### config.mk
export PLATFORM = sky130hd
export DESIGN_NAME = acq_trig_sequencer_flat
export DESIGN_NICKNAME = d
export VERILOG_FILES = /design/src/rtl/acq_trig_sequencer_if.sv /design/src/rtl/acq_trig_sequencer.sv /design/src/flat_wrapper.sv
export SDC_FILE = /design/constraint.sdc
export NUM_CORES = 1
export LEC_CHECK = 0
export CORE_MARGIN = 2
export CORE_UTILIZATION = 31
export CTS_BUF_LIST = sky130_fd_sc_hd__clkbuf_8
export DETAILED_ROUTE_END_ITERATION = 10
export PLACE_DENSITY_LB_ADDON = 0.25
export SYNTH_ARGS = -nofsm -noshare
export SYNTH_HDL_FRONTEND = slang
export SYNTH_SLANG_ARGS = --single-unit
### constraint.sdc
create_clock -name clk -period 2.9 [get_ports clk]
set_clock_uncertainty 0.1 [all_clocks]
set_input_delay 0.58 -clock clk [delete_from_list [all_inputs] [get_ports clk]]
set_output_delay 0.58 -clock clk [all_outputs]
set_load 0.005 [all_outputs]
### src/rtl/acq_trig_sequencer_if.sv
// ----------------------------------------------------------------------------
// acq_trig_sequencer_if
// Bundles the control, trigger and status signals of the acquisition trigger
// sequencer. The clock and reset are kept outside as plain module ports.
//
// Signals
//   arm, abort, auto_rearm : sequence control (master -> slave)
//   trig_src, src_sel      : raw trigger sources and selected index
//   delay, length          : programmed trigger delay / capture length
//   valid                  : data-valid strobe from the datapath
//   trig_out, capture_en   : trigger pulse and capture-buffer write enable
//   busy, done, state      : sequencer status
//   trig_count             : number of trigger pulses issued since reset
// ----------------------------------------------------------------------------
interface acq_trig_sequencer_if #(
    parameter int CNT_WIDTH = 32,
    parameter int N_SRC     = 4,
    parameter int SEL_WIDTH = 2
);
    logic                  arm;
    logic                  abort;
    logic                  auto_rearm;
    logic [N_SRC-1:0]      trig_src;
    logic [SEL_WIDTH-1:0]  src_sel;
    logic [CNT_WIDTH-1:0]  delay;
    logic [CNT_WIDTH-1:0]  length;
    logic                  valid;
    logic                  trig_out;
    logic                  capture_en;
    logic                  busy;
    logic                  done;
    logic [2:0]            state;
    logic [CNT_WIDTH-1:0]  trig_count;

    // Controller / trigger-source side
    modport master (
        output arm, abort, auto_rearm, trig_src, src_sel, delay, length, valid,
        input  trig_out, capture_en, busy, done, state, trig_count
    );

    // Sequencer side
    modport slave (
        input  arm, abort, auto_rearm, trig_src, src_sel, delay, length, valid,
        output trig_out, capture_en, busy, done, state, trig_count
    );
endinterface

### src/rtl/acq_trig_sequencer.sv
// ----------------------------------------------------------------------------
// acq_trig_sequencer
// Acquisition trigger controller. Arms on command, detects a rising edge on
// the selected trigger source, waits a programmable number of clocks, then
// waits for the next valid sample, issues a one-cycle trigger and gates a
// fixed number of valid samples into the capture buffer. Can re-arm itself.
//
// Ports
//   clk    : clock, all logic on the rising edge
//   resetn : asynchronous active-low reset
//   bus    : acq_trig_sequencer_if.slave (control inputs, status outputs)
// ----------------------------------------------------------------------------
module acq_trig_sequencer #(
    parameter int CNT_WIDTH = 32,
    parameter int N_SRC     = 4,
    parameter int SEL_WIDTH = 2
) (
    input  logic                    clk,
    input  logic                    resetn,
    acq_trig_sequencer_if.slave     bus
);

    typedef enum logic [2:0] {
        S_IDLE       = 3'd0,
        S_ARMED      = 3'd1,
        S_DELAY      = 3'd2,
        S_WAIT_VALID = 3'd3,
        S_CAPTURE    = 3'd4
    } state_t;

    localparam logic [CNT_WIDTH-1:0] CNT_ZERO = {CNT_WIDTH{1'b0}};
    localparam logic [CNT_WIDTH-1:0] CNT_ONE  = {{(CNT_WIDTH-1){1'b0}}, 1'b1};

    state_t                 r_state;
    state_t                 w_state_nxt;
    logic [CNT_WIDTH-1:0]   r_dcnt;
    logic [CNT_WIDTH-1:0]   w_dcnt_nxt;
    logic [CNT_WIDTH-1:0]   r_scnt;
    logic [CNT_WIDTH-1:0]   w_scnt_nxt;
    logic [CNT_WIDTH-1:0]   r_trig_count;
    logic [CNT_WIDTH-1:0]   w_trig_count_nxt;
    logic                   r_prev;
    logic                   r_trig_out;
    logic                   w_trig_out_nxt;
    logic                   r_done;
    logic                   w_done_nxt;
    logic [N_SRC-1:0]       w_sel_mask;
    logic                   w_sel;
    logic                   w_edge;

    // One-hot decode of the source index; an index with no matching source
    // yields an all-zero mask, so out-of-range selections never trigger.
    always_comb begin
        w_sel_mask = {N_SRC{1'b0}};
        for (int i = 0; i < N_SRC; i++) begin
            w_sel_mask[i] = (bus.src_sel == SEL_WIDTH'(i));
        end
    end

    assign w_sel  = |(bus.trig_src & w_sel_mask);
    assign w_edge = w_sel & ~r_prev;

    // Previous selected-source level, tracked in every state so that a source
    // already high when arming needs a fresh rising edge.
    always_ff @(posedge clk or negedge resetn) begin
        if (!resetn) begin
            r_prev <= 1'b0;
        end else begin
            r_prev <= w_sel;
        end
    end

    // State, counters and registered outputs.
    always_ff @(posedge clk or negedge resetn) begin
        if (!resetn) begin
            r_state      <= S_IDLE;
            r_dcnt       <= CNT_ZERO;
            r_scnt       <= CNT_ZERO;
            r_trig_count <= CNT_ZERO;
            r_trig_out   <= 1'b0;
            r_done       <= 1'b0;
        end else begin
            r_state      <= w_state_nxt;
            r_dcnt       <= w_dcnt_nxt;
            r_scnt       <= w_scnt_nxt;
            r_trig_count <= w_trig_count_nxt;
            r_trig_out   <= w_trig_out_nxt;
            r_done       <= w_done_nxt;
        end
    end

    // Next-state and next-output logic. Abort overrides every transition and
    // leaves done and the counters untouched.
    always_comb begin
        w_state_nxt      = r_state;
        w_dcnt_nxt       = r_dcnt;
        w_scnt_nxt       = r_scnt;
        w_trig_count_nxt = r_trig_count;
        w_trig_out_nxt   = 1'b0;
        w_done_nxt       = r_done;

        if (bus.abort) begin
            w_state_nxt = S_IDLE;
        end else begin
            case (r_state)
                S_IDLE: begin
                    if (bus.arm) begin
                        w_state_nxt = S_ARMED;
                        w_done_nxt  = 1'b0;
                    end else begin
                        w_state_nxt = S_IDLE;
                    end
                end

                S_ARMED: begin
                    if (w_edge) begin
                        w_dcnt_nxt  = bus.delay;
                        w_state_nxt = (bus.delay != CNT_ZERO) ? S_DELAY : S_WAIT_VALID;
                    end else begin
                        w_state_nxt = S_ARMED;
                    end
                end

                // Free-running countdown; <= guards against a zero count.
                S_DELAY: begin
                    w_dcnt_nxt = r_dcnt - CNT_ONE;
                    if (r_dcnt <= CNT_ONE) begin
                        w_state_nxt = S_WAIT_VALID;
                    end else begin
                        w_state_nxt = S_DELAY;
                    end
                end

                // The aligning sample itself is not captured.
                S_WAIT_VALID: begin
                    if (bus.valid) begin
                        w_trig_out_nxt   = 1'b1;
                        w_trig_count_nxt = r_trig_count + CNT_ONE;
                        w_scnt_nxt       = bus.length;
                        if (bus.length == CNT_ZERO) begin
                            w_done_nxt  = 1'b1;
                            w_state_nxt = bus.auto_rearm ? S_ARMED : S_IDLE;
                        end else begin
                            w_state_nxt = S_CAPTURE;
                        end
                    end else begin
                        w_state_nxt = S_WAIT_VALID;
                    end
                end

                S_CAPTURE: begin
                    if (bus.valid) begin
                        w_scnt_nxt = r_scnt - CNT_ONE;
                        if (r_scnt <= CNT_ONE) begin
                            w_done_nxt  = 1'b1;
                            w_state_nxt = bus.auto_rearm ? S_ARMED : S_IDLE;
                        end else begin
                            w_state_nxt = S_CAPTURE;
                        end
                    end else begin
                        w_state_nxt = S_CAPTURE;
                    end
                end

                default: begin
                    w_state_nxt = S_IDLE;
                end
            endcase
        end
    end

    // capture_en follows valid combinationally so it drops as soon as the
    // state leaves CAPTURE, including on an asynchronous reset.
    assign bus.capture_en = (r_state == S_CAPTURE) & bus.valid;
    assign bus.trig_out   = r_trig_out;
    assign bus.busy       = (r_state != S_IDLE);
    assign bus.done       = r_done;
    assign bus.state      = r_state;
    assign bus.trig_count = r_trig_count;

endmodule

### src/flat_wrapper.sv
// flat-port wrapper written by rule: the top's interface ports become plain ports
module acq_trig_sequencer_flat 
#(
    parameter int CNT_WIDTH = 32,
    parameter int N_SRC     = 4,
    parameter int SEL_WIDTH = 2
)
  (clk, resetn, bus_arm, bus_abort, bus_auto_rearm, bus_trig_src, bus_src_sel, bus_delay, bus_length, bus_valid, bus_trig_out, bus_capture_en, bus_busy, bus_done, bus_state, bus_trig_count);
  acq_trig_sequencer_if #(.CNT_WIDTH(CNT_WIDTH), .N_SRC(N_SRC), .SEL_WIDTH(SEL_WIDTH)) bus_i ();
  input  logic clk;
  input  logic resetn;
  input wire logic [$bits(bus_i.arm)-1:0] bus_arm;
  input wire logic [$bits(bus_i.abort)-1:0] bus_abort;
  input wire logic [$bits(bus_i.auto_rearm)-1:0] bus_auto_rearm;
  input wire logic [$bits(bus_i.trig_src)-1:0] bus_trig_src;
  input wire logic [$bits(bus_i.src_sel)-1:0] bus_src_sel;
  input wire logic [$bits(bus_i.delay)-1:0] bus_delay;
  input wire logic [$bits(bus_i.length)-1:0] bus_length;
  input wire logic [$bits(bus_i.valid)-1:0] bus_valid;
  output wire logic [$bits(bus_i.trig_out)-1:0] bus_trig_out;
  output wire logic [$bits(bus_i.capture_en)-1:0] bus_capture_en;
  output wire logic [$bits(bus_i.busy)-1:0] bus_busy;
  output wire logic [$bits(bus_i.done)-1:0] bus_done;
  output wire logic [$bits(bus_i.state)-1:0] bus_state;
  output wire logic [$bits(bus_i.trig_count)-1:0] bus_trig_count;
  assign bus_i.arm = bus_arm;
  assign bus_i.abort = bus_abort;
  assign bus_i.auto_rearm = bus_auto_rearm;
  assign bus_i.trig_src = bus_trig_src;
  assign bus_i.src_sel = bus_src_sel;
  assign bus_i.delay = bus_delay;
  assign bus_i.length = bus_length;
  assign bus_i.valid = bus_valid;
  assign bus_trig_out = bus_i.trig_out;
  assign bus_capture_en = bus_i.capture_en;
  assign bus_busy = bus_i.busy;
  assign bus_done = bus_i.done;
  assign bus_state = bus_i.state;
  assign bus_trig_count = bus_i.trig_count;
  acq_trig_sequencer #(.CNT_WIDTH(CNT_WIDTH), .N_SRC(N_SRC), .SEL_WIDTH(SEL_WIDTH)) u_core (.clk(clk), .resetn(resetn), .bus(bus_i));
endmodule
---- Word level (Yosys, flattened, before mapping) ----
Cells that the tools add are included.
W data, S select, Z words.
word-level totals
  register bits after elaboration ......... 102
  output and inout bits ................... 39
  logic and storage cells ................. 68
operators by class
  reductions and logical operators ........ 13
  equal/unequal tests ..................... 13
  add/sub/neg operators ................... 3
  order comparisons ....................... 2
  multiplexer cells ....................... 25
  bitwise gates (word level) .............. 5
operators by type and width
  cell                     number
  $pmux W32 S2             2
  $mux W32                 3
  $le A32 B1 Y1 const B    2
  $sub A32 B1 Y32 const B  2
  $add A32 B1 Y32 const B  1
  $logic_not A32 Y1        1
  $reduce_bool A32 Y1      1
  $mux W3                  6
  $pmux W3 S5              1
  $mux W1                  12
  $reduce_and A7 Y1        1
  $eq A3 B2 Y1 const B     2
  $ne A2 B1 Y1 const B     3
  $ne A2 B2 Y1 const B     3
  $reduce_and A3 Y1        2
  $reduce_bool A3 Y1       2
  $and A4 B4 Y4            1
  $eq A2 B2 Y1 const B     2
  $reduce_and A4 Y1        1
  $reduce_bool A2 Y1       2
  $reduce_or A4 Y1         1
  $eq A3 B1 Y1 const B     1
  $eq A3 B3 Y1 const B     1
  $logic_not A3 Y1         1
  other kinds (5)          7

---- Longest topological paths before layout ----
Gate-level depths: netlist (run 1).
  depth after elaboration ................. 7
  depth in mapped cells ................... 8
  depth with buffers taken out ............ 7

---- Worst setup path before layout (run 1) ----
No wires, ideal clock.
  kind .................................... in2reg
  from .................................... input port bus_valid
  to ...................................... register u_core.r_trig_count[25], in the netlist u_core.bus.trig_count[25]
  data arrival time ....................... 2.316 ns
  stages on the path ...................... 8
  library setup time ...................... 0.079 ns
  data required time ...................... 2.721 ns
  path slack .............................. 0.405 ns
  cell sequence ........................... clkbuf_1 -> nand3_1 -> or4_1 -> buf_2 -> or3_1 -> buf_4 -> nor3_1 -> xor2_1
between the ends
  word-level cells in the longest chain between the ends .. 1
ends and longest elaborated chain
  what                         RTL line                  source
  start, declared              flat_wrapper.sv:19        input wire logic [$bits(bus_i.valid)-1:0] bus_valid;
  $reduce_and A3 Y1 (no line)  --
  end signal, assigned         acq_trig_sequencer.sv:86  r_trig_count <= w_trig_count_nxt;
  end, declared                acq_trig_sequencer.sv:40  logic [CNT_WIDTH-1:0] r_trig_count;
Every way passes these cells.
A chain may end at the register's enable or synchronous reset.

---- Worst setup path after layout (run 1) ----
  from .................................... register u_core.r_state[1], in the netlist u_core.bus.state[1]
  to ...................................... output port bus_capture_en
between the ends
  word-level cells in the longest chain between the ends .. 2
ends and longest elaborated chain
  what                    RTL line                   source
  start, declared         acq_trig_sequencer.sv:34   state_t r_state;
  start signal, assigned  acq_trig_sequencer.sv:83   r_state <= w_state_nxt;
  $eq A3 B3 Y1            acq_trig_sequencer.sv:174  assign bus.capture_en = (r_state == S_CAPTURE) & bus.valid;
  $and A1 B1 Y1           acq_trig_sequencer.sv:174
  end, declared           flat_wrapper.sv:21         output wire logic [$bits(bus_i.capture_en)-1:0] bus_capture_en;
Every way passes these cells.

==> impl_metrics.py, run 1 <==
metrics = {
    "sta": {
        "period_minus_slack_ps": 2680,
        "fin_setup_tns_ps": 0,
        "slew_violations": 0,
        "fmax_ghz": 0.373,
        "final-setup-viol-count": 0,
        "grt_setup_unrepaired": "no",
        "worstMarginPinSlew_ps": 671,
        "finalCritPeriodShare": 0.925,
        "hold_slack_ps": 104,
        "relSlewSlack": 0.553,
        "hold_violations": 0,
    },
    "die": {
        "die_x_um": 144,
        "coreArea_um2": 19400,
        "die-area_um2": 20800,
        "die_h_um": 144,
        "io_pins": 115,
        "rows": 51,
        "initial_utilization": 0.314,
    },
    "critical_path": {
        "max_stage_delay_ps": 550,
        "crit_path_end_kind": "output pin",
        "critPathMaxFanout": 8,
        "crit_type": "reg -> out",
        "required_ps": 2220,
        "crit_slowest_cell": "clkdlybuf4s50_1",
        "start_kind": "flip-flop",
        "crit_arrival_ps": 2000,
        "crit_chain": "buf_4 -> nor3b_2 -> and2_1 -> clkdlybuf4s50_1",
    },
    "place": {
        "finalWeightedCongestion": 0.834,
        "dp.cells": 1069,
        "portBuffers": 114,
        "place_hpwl_mm": 12.7,
    },
    "global_route": {
        "grt_usage": 0.173,
        "use_met1": 0.243,
        "grt_max_degree": 44,
        "antenna_found_initial": 0,
        "grtUsageMet3": 0.0368,
        "grt_most_used_layer": "met2",
        "overflow": 0,
        "use_met2": 0.275,
        "first_global_vias": 5500,
        "grt_first_pass_wirelength_mm": 28.7,
    },
    "worst_hold_path": {
        "hp-class": "in -> async",
    },
    "routing": {
        "drc": 0,
        "vias": 5878,
        "antenna_left": 0,
        "wl_mm": 17.6,
        "drtIter0Drc": 392,
        "firstDrtPassIters": 7,
        "vias_per_cell": 5.42,
        "wl_per_cell_um": 16.2,
    },
    "power_and_ir_drop": {
        "combPwrFrac": 0.283,
        "p_int_mw": 2.77,
        "p_leak_nw": 3.08,
        "ir_drop_uv": 333,
        "power.switching_mw": 1.60,
        "switching_share": 0.366,
        "power.density_nw_per_um2": 553,
        "p_seq_frac": 0.491,
        "p_clk_frac": 0.226,
    },
    "finish": {
        "fin_nets": 896,
        "final_layout_size_suffix_gt1_frac": 0.0829,
        "antenna_cells": 0,
        "instances_no_fill": 1085,
        "mostFrequentLayoutCell": "clkdlybuf4s50_1",
        "area_growth_pct": 29.8,
        "mostFrequentLayoutCells": "113 x clkdlybuf4s50_1, 102 x dfrtp_1, 58 x o21ai_0, 56 x a21oi_1",
    },
    "clocking": {
        "cts-htree-levels": 3,
        "numCtsBuffers": 9,
        "postCtsSetupBuffers": 0,
        "cts.sinks": 102,
        "cts_resized": 0,
        "hold_buffers": 0,
        "clock_latency_ps": 390,
        "clkTransAtPathRegs_ps": 110,
        "clk_path_buf_depth": 2,
        "root_buffer": "clkbuf_8",
        "cts_tree": "yes",
    },
    "synth": {
        "yosysSeqAreaShare": 0.419,
        "yosysWarnings": 0,
        "synth_edf_count": 0,
        "synth_nets": 783,
        "ys_types": 59,
        "ys_ff_latch": 102,
        "synthCells": 702,
        "synthFlopType": "dfrtp_1",
        "syn_area_um2": 6090,
        "avgSynthCellArea_um2": 8.68,
        "synth-async-reset-ratio": 1.00,
    },
    "flow_run": {
        "drv_cap": 0,
    },
    "outcome": {
        "outcome": "completed",
    },
}
cell usage after synthesis, types with 6 or more instances:
library cell | number | share of area
dfrtp_1 | 102 | 0.42
o21ai_0 | 58 | 0.048
a21oi_1 | 56 | 0.046
nor2_1 | 56 | 0.035
nand2_1 | 55 | 0.034
nor4_1 | 41 | 0.042
clkbuf_1 | 37 | 0.023
nor3_1 | 31 | 0.025
nand3_1 | 23 | 0.019
a22oi_1 | 17 | 0.021
nand4_1 | 17 | 0.017
o2bb2ai_1 | 16 | 0.023
xor2_1 | 16 | 0.023
xnor2_1 | 15 | 0.022
inv_1 | 14 | 0.0086
o22ai_1 | 13 | 0.013
or3_1 | 13 | 0.013
a2bb2oi_1 | 11 | 0.016
o211ai_1 | 10 | 0.012
and3_1 | 7 | 0.0072
or4_1 | 6 | 0.0074
worst max-delay path, delay by kind of cell (launching register included):
kind,cells,cell delay (ps)
and+or+nand+nor,2,360
DFF,1,500
buffers and inverters,2,760
through the flow:
step | instance area, µm² | setup slack (ps) | power [mW] | util
finish | 7910 | 218 | 4.37 | 0.408
global route | 7910 | 119 | 4.69 | 0.408
floorplan | 6090 | 405 | 2.88 | -
global placement | 7690 | 75.4 | 3.39 | 0.397
CTS | 7910 | 160 | 4.42 | 0.408
detailed placement | 7690 | 50.1 | 3.40 | 0.397
layer usage:
| layer | vias to the layer above | wire [µm] |
|---|---|---|
| li1 | 2896 | - |
| met1 | 2816 | 8460 |
| met2 | 154 | 8040 |
| met3 | 12 | 851 |
| met4 | 0 | 222 |
| met5 | - | 0 |
state kept, by name (all words and copies together), names as in the netlist:
name,count
u_core.bus.state,3
u_core.r_dcnt,32
u_core.bus.trig_out,1
u_core.r_prev,1
u_core.bus.done,1
u_core.bus.trig_count,32
u_core.r_scnt,32
path summary, 6_finish.rpt:
| kind | from | endpoint | slack [ps] | depth (start not counted) |
|---|---|---|---|---|
| worst min-delay path | resetn | u_core.r_scnt[13]$_DFFE_PN0P_ | 100 | 1 |
| worst max register to register | u_core.r_scnt[16]$_DFFE_PN0P_ | u_core.r_scnt[24]$_DFFE_PN0P_ | 280 | 5 |
| min in group clk | u_core.bus.trig_count[31]$_DFFE_PN0P_ | u_core.bus.trig_count[31]$_DFFE_PN0P_ | 390 | 1 |
| worst min register to register | u_core.bus.trig_count[31]$_DFFE_PN0P_ | u_core.bus.trig_count[31]$_DFFE_PN0P_ | 390 | 1 |
| worst max-delay path | u_core.bus.state[1]$_DFF_PN0_ | bus_capture_en | 220 | 4 |
| max in group asynchronous | resetn | u_core.bus.trig_count[18]$_DFFE_PN0P_ | 1970 | 2 |
final cells by class:
class	count	area, µm²
multi-input combinational	542	3320
timing repair buffer	146	1440
fill	1965	11500
clock buffer	10	138
sequential	102	2550
inverter	14	52.6
tap	265	332
clock inverter	6	75.1
kinds of logic after synthesis:
| family | Yosys count | synth area share |
|---|---|---|
| muxes | 3 | 0.00739 |
| DFF | 102 | 0.419 |
| adders and majority gates | 5 | 0.0103 |
| and+or+nand+nor | 283 | 0.247 |
| buffers and inverters | 58 | 0.0380 |
| AOI/OAI and AO/OA | 220 | 0.233 |
| xor gates and xnor gates | 31 | 0.0446 |
power by group through the flow:
stage               Combinational [mW]  Clock, mW  Sequential (mW)
finish                            1.24      0.989             2.15
global route                      1.40       1.08             2.21
CTS                               1.24       1.04             2.14
detailed placement                1.24          0             2.16
global placement                  1.22          0             2.16
floorplan                        0.826          0             2.05
No activity file was read; power rests on OpenSTA's default activity.
==> run 2, diff against run 1 <==
- ABC_AREA: default -> 1
- GPL_TIMING_DRIVEN: default -> 0
==> impl_metrics.py, run 2 <==
metrics = {
    "routing": {
        "wl_per_cell_um": 15.1,
        "drtIter0Drc": 453,
        "antenna_left": 0,
        "vias_per_cell": 4.86,
        "drc": 0,
        "firstDrtPassIters": 5,
        "wl_mm": 22.8,
        "vias": 7319,
    },
    "finish": {
        "mostFrequentLayoutCells": "319 x nand2_1, 214 x nor2_1, 113 x clkdlybuf4s50_1, 102 x dfrtp_1, 94 x inv_1",
        "fin_area_um2": 8930,
        "antenna_cells": 0,
        "area_growth_pct": 24.1,
        "instances_no_fill": 1507,
        "final_layout_size_suffix_gt1_frac": 0.0720,
        "mostFrequentLayoutCell": "nand2_1",
        "fin_nets": 1298,
    },
    "outcome": {
        "violations": "negative hold slack",
        "outcome": "finished with violations",
    },
    "synth": {
        "muxShareOfSynthArea": 0.00278,
        "synthFlopType": "dfrtp_1",
        "yosysWarnings": 0,
        "ys_types": 43,
        "synth_top_area_cell": "dfrtp_1",
        "synth-async-reset-ratio": 1.00,
        "synth_top_family_by_area": "simple AND/OR/NAND/NOR gates",
        "ys_ff_latch": 102,
        "synthTopCellsByArea": "dfrtp_1 35%, nand2_1 17%, nor2_1 11%",
        "synth_common_cells": "319 x nand2_1, 214 x nor2_1, 102 x dfrtp_1, 93 x inv_1, 73 x o21ai_0",
        "yosysSeqAreaShare": 0.355,
        "syn_area_um2": 7200,
        "synthAdderAreaFrac": 0.00869,
        "synth_xor_area_frac": 0.0633,
        "synth_simple_gate_area_frac": 0.402,
        "synth_edf_count": 0,
        "synth_most_common_cell": "nand2_1",
        "yosysTopAreaCellShare": 0.355,
        "synth_nets": 1172,
        "avgSynthCellArea_um2": 6.60,
        "synth_compound_area_frac": 0.0954,
        "synthCells": 1091,
    },
    "sta": {
        "grt_setup_unrepaired": "no",
        "finalCritPeriodShare": 0.929,
        "fmax_ghz": 0.371,
        "worstMarginPinSlew_ps": 625,
        "period_minus_slack_ps": 2700,
        "hold_violations": 1,
        "slew_violations": 0,
        "hold_slack_ps": -0.292,
        "fin_setup_tns_ps": 0,
        "relSlewSlack": 0.583,
        "final-setup-viol-count": 0,
    },
    "clocking": {
        "hold_buffers": 0,
        "cts_resized": 0,
        "clock_latency_ps": 400,
        "numCtsBuffers": 9,
        "cts-htree-levels": 3,
        "root_buffer": "clkbuf_8",
        "clkTransAtPathRegs_ps": 110,
        "cts.sinks": 102,
        "cts_tree": "yes",
        "clk_path_buf_depth": 2,
        "postCtsSetupBuffers": 0,
    },
    "die": {
        "die-area_um2": 24500,
        "rows": 55,
        "initial_utilization": 0.317,
        "die_x_um": 156,
        "die_h_um": 156,
        "io_pins": 115,
        "coreArea_um2": 22700,
    },
    "critical_path": {
        "crit_type": "in -> out",
        "crit_slowest_cell": "clkdlybuf4s50_1",
        "crit_path_end_kind": "output pin",
        "cpMostUsedCell": "clkdlybuf4s50_1",
        "crit_chain": "clkdlybuf4s50_1 -> inv_1 -> nor2_1 -> clkdlybuf4s50_1",
        "rr_worst_depth": 7,
        "required_ps": 2220,
        "crit_arrival_ps": 2020,
        "start_kind": "input port",
        "critPathMaxFanout": 4,
        "max_stage_delay_ps": 580,
    },
    "power_and_ir_drop": {
        "p_leak_nw": 4.00,
        "power.density_nw_per_um2": 570,
        "p_int_mw": 2.96,
        "power.switching_mw": 2.13,
        "switching_share": 0.418,
        "ir_drop_uv": 225,
        "p_seq_frac": 0.446,
        "p_clk_frac": 0.196,
        "combPwrFrac": 0.358,
        "finalPower_mw": 5.09,
    },
    "global_route": {
        "grt_max_degree": 62,
        "grt_usage": 0.192,
        "first_global_vias": 7100,
        "overflow": 0,
        "grt_first_pass_wirelength_mm": 36.7,
        "antenna_found_initial": 0,
    },
    "place": {
        "finalWeightedCongestion": 0.919,
        "post_dp_cell_area_um2": 8720,
        "dp.cells": 1491,
        "place_hpwl_mm": 17.6,
        "portBuffers": 114,
    },
    "worst_hold_path": {
        "hp-class": "in -> async",
    },
    "flow_run": {
        "drv_cap": 0,
    },
}
run 2: cell count changes after synthesis, sizes merged, moves of 10 or more:
cell	previous run	this run
nand2	55	328
nor2	56	235
inv	14	104
nor4	44	2
a21oi	56	16
nand3	23	60
o21ai	59	86
clkbuf	37	12
xor2	16	38
a22oi	17	1
o2bb2ai	16	0
nor3	31	16
or3	13	0
a2bb2oi	11	1
run 2: metal layers:
metal / track usage / vias up / part of all wire
li1: - / 3712 / -
met5: 0 / - / 0
met2: 0.306 / 180 / 0.45
met1: 0.262 / 3392 / 0.48
met3: 0.0346 / 35 / 0.053
met4: 0.0673 / 0 / 0.025
run 2: stage by stage:
step                 util  worst slack (ps)
floorplan               -              1200
global placement    0.383             -3250
detailed placement  0.384               192
CTS                 0.393               188
global route        0.393               114
finish              0.393               205
run 2: worst max-delay path, delay by kind of cell:
kind,cells,cell delay [ps]
AND/OR/NAND/NOR,1,150
buffers and inverters,3,1280
run 2: logic make-up after synthesis:
| group | after synthesis |
|---|---|
| simple gates | 675 |
| buf+inv | 131 |
| compound gates | 124 |
| flops | 102 |
| xor+xnor | 52 |
| fa+ha+maj | 5 |
| mux | 2 |
run 2: area by class of cell:
class                   count  area (µm²)
clock buffers              10         138
well taps                 285         357
flip-flops and latches    102        2550
multi-input cells         858        4120
repair buffers            115        1170
fillers                  2439       13800
clock inverters             6        67.6
plain buffers              26         133
inverters                 105         395
run 2: path summary, 6_finish.rpt:
path	end	startpoint	slack, ps
worst max-delay path	bus_capture_en	bus_valid	200
worst min-delay path	u_core.r_dcnt[7]$_DFFE_PN0P_	resetn	-0.3
worst max register to register	u_core.r_scnt[14]$_DFFE_PN0P_	u_core.bus.state[1]$_DFF_PN0_	840
worst min register to register	u_core.bus.done$_DFFE_PN0P_	u_core.bus.done$_DFFE_PN0P_	410
max in group asynchronous	u_core.r_scnt[9]$_DFFE_PN0P_	resetn	2030
min in group clk	u_core.bus.done$_DFFE_PN0P_	u_core.bus.done$_DFFE_PN0P_	410
run 2: power groups by stage:
stage / logic, mW / clock network, mW / registers, mW
floorplan: 1.30 / 0 / 2.16
global placement: 1.78 / 0 / 2.28
detailed placement: 1.82 / 0 / 2.28
CTS: 1.82 / 1.04 / 2.26
global route: 2.11 / 1.08 / 2.33
finish: 1.82 / 0.995 / 2.27
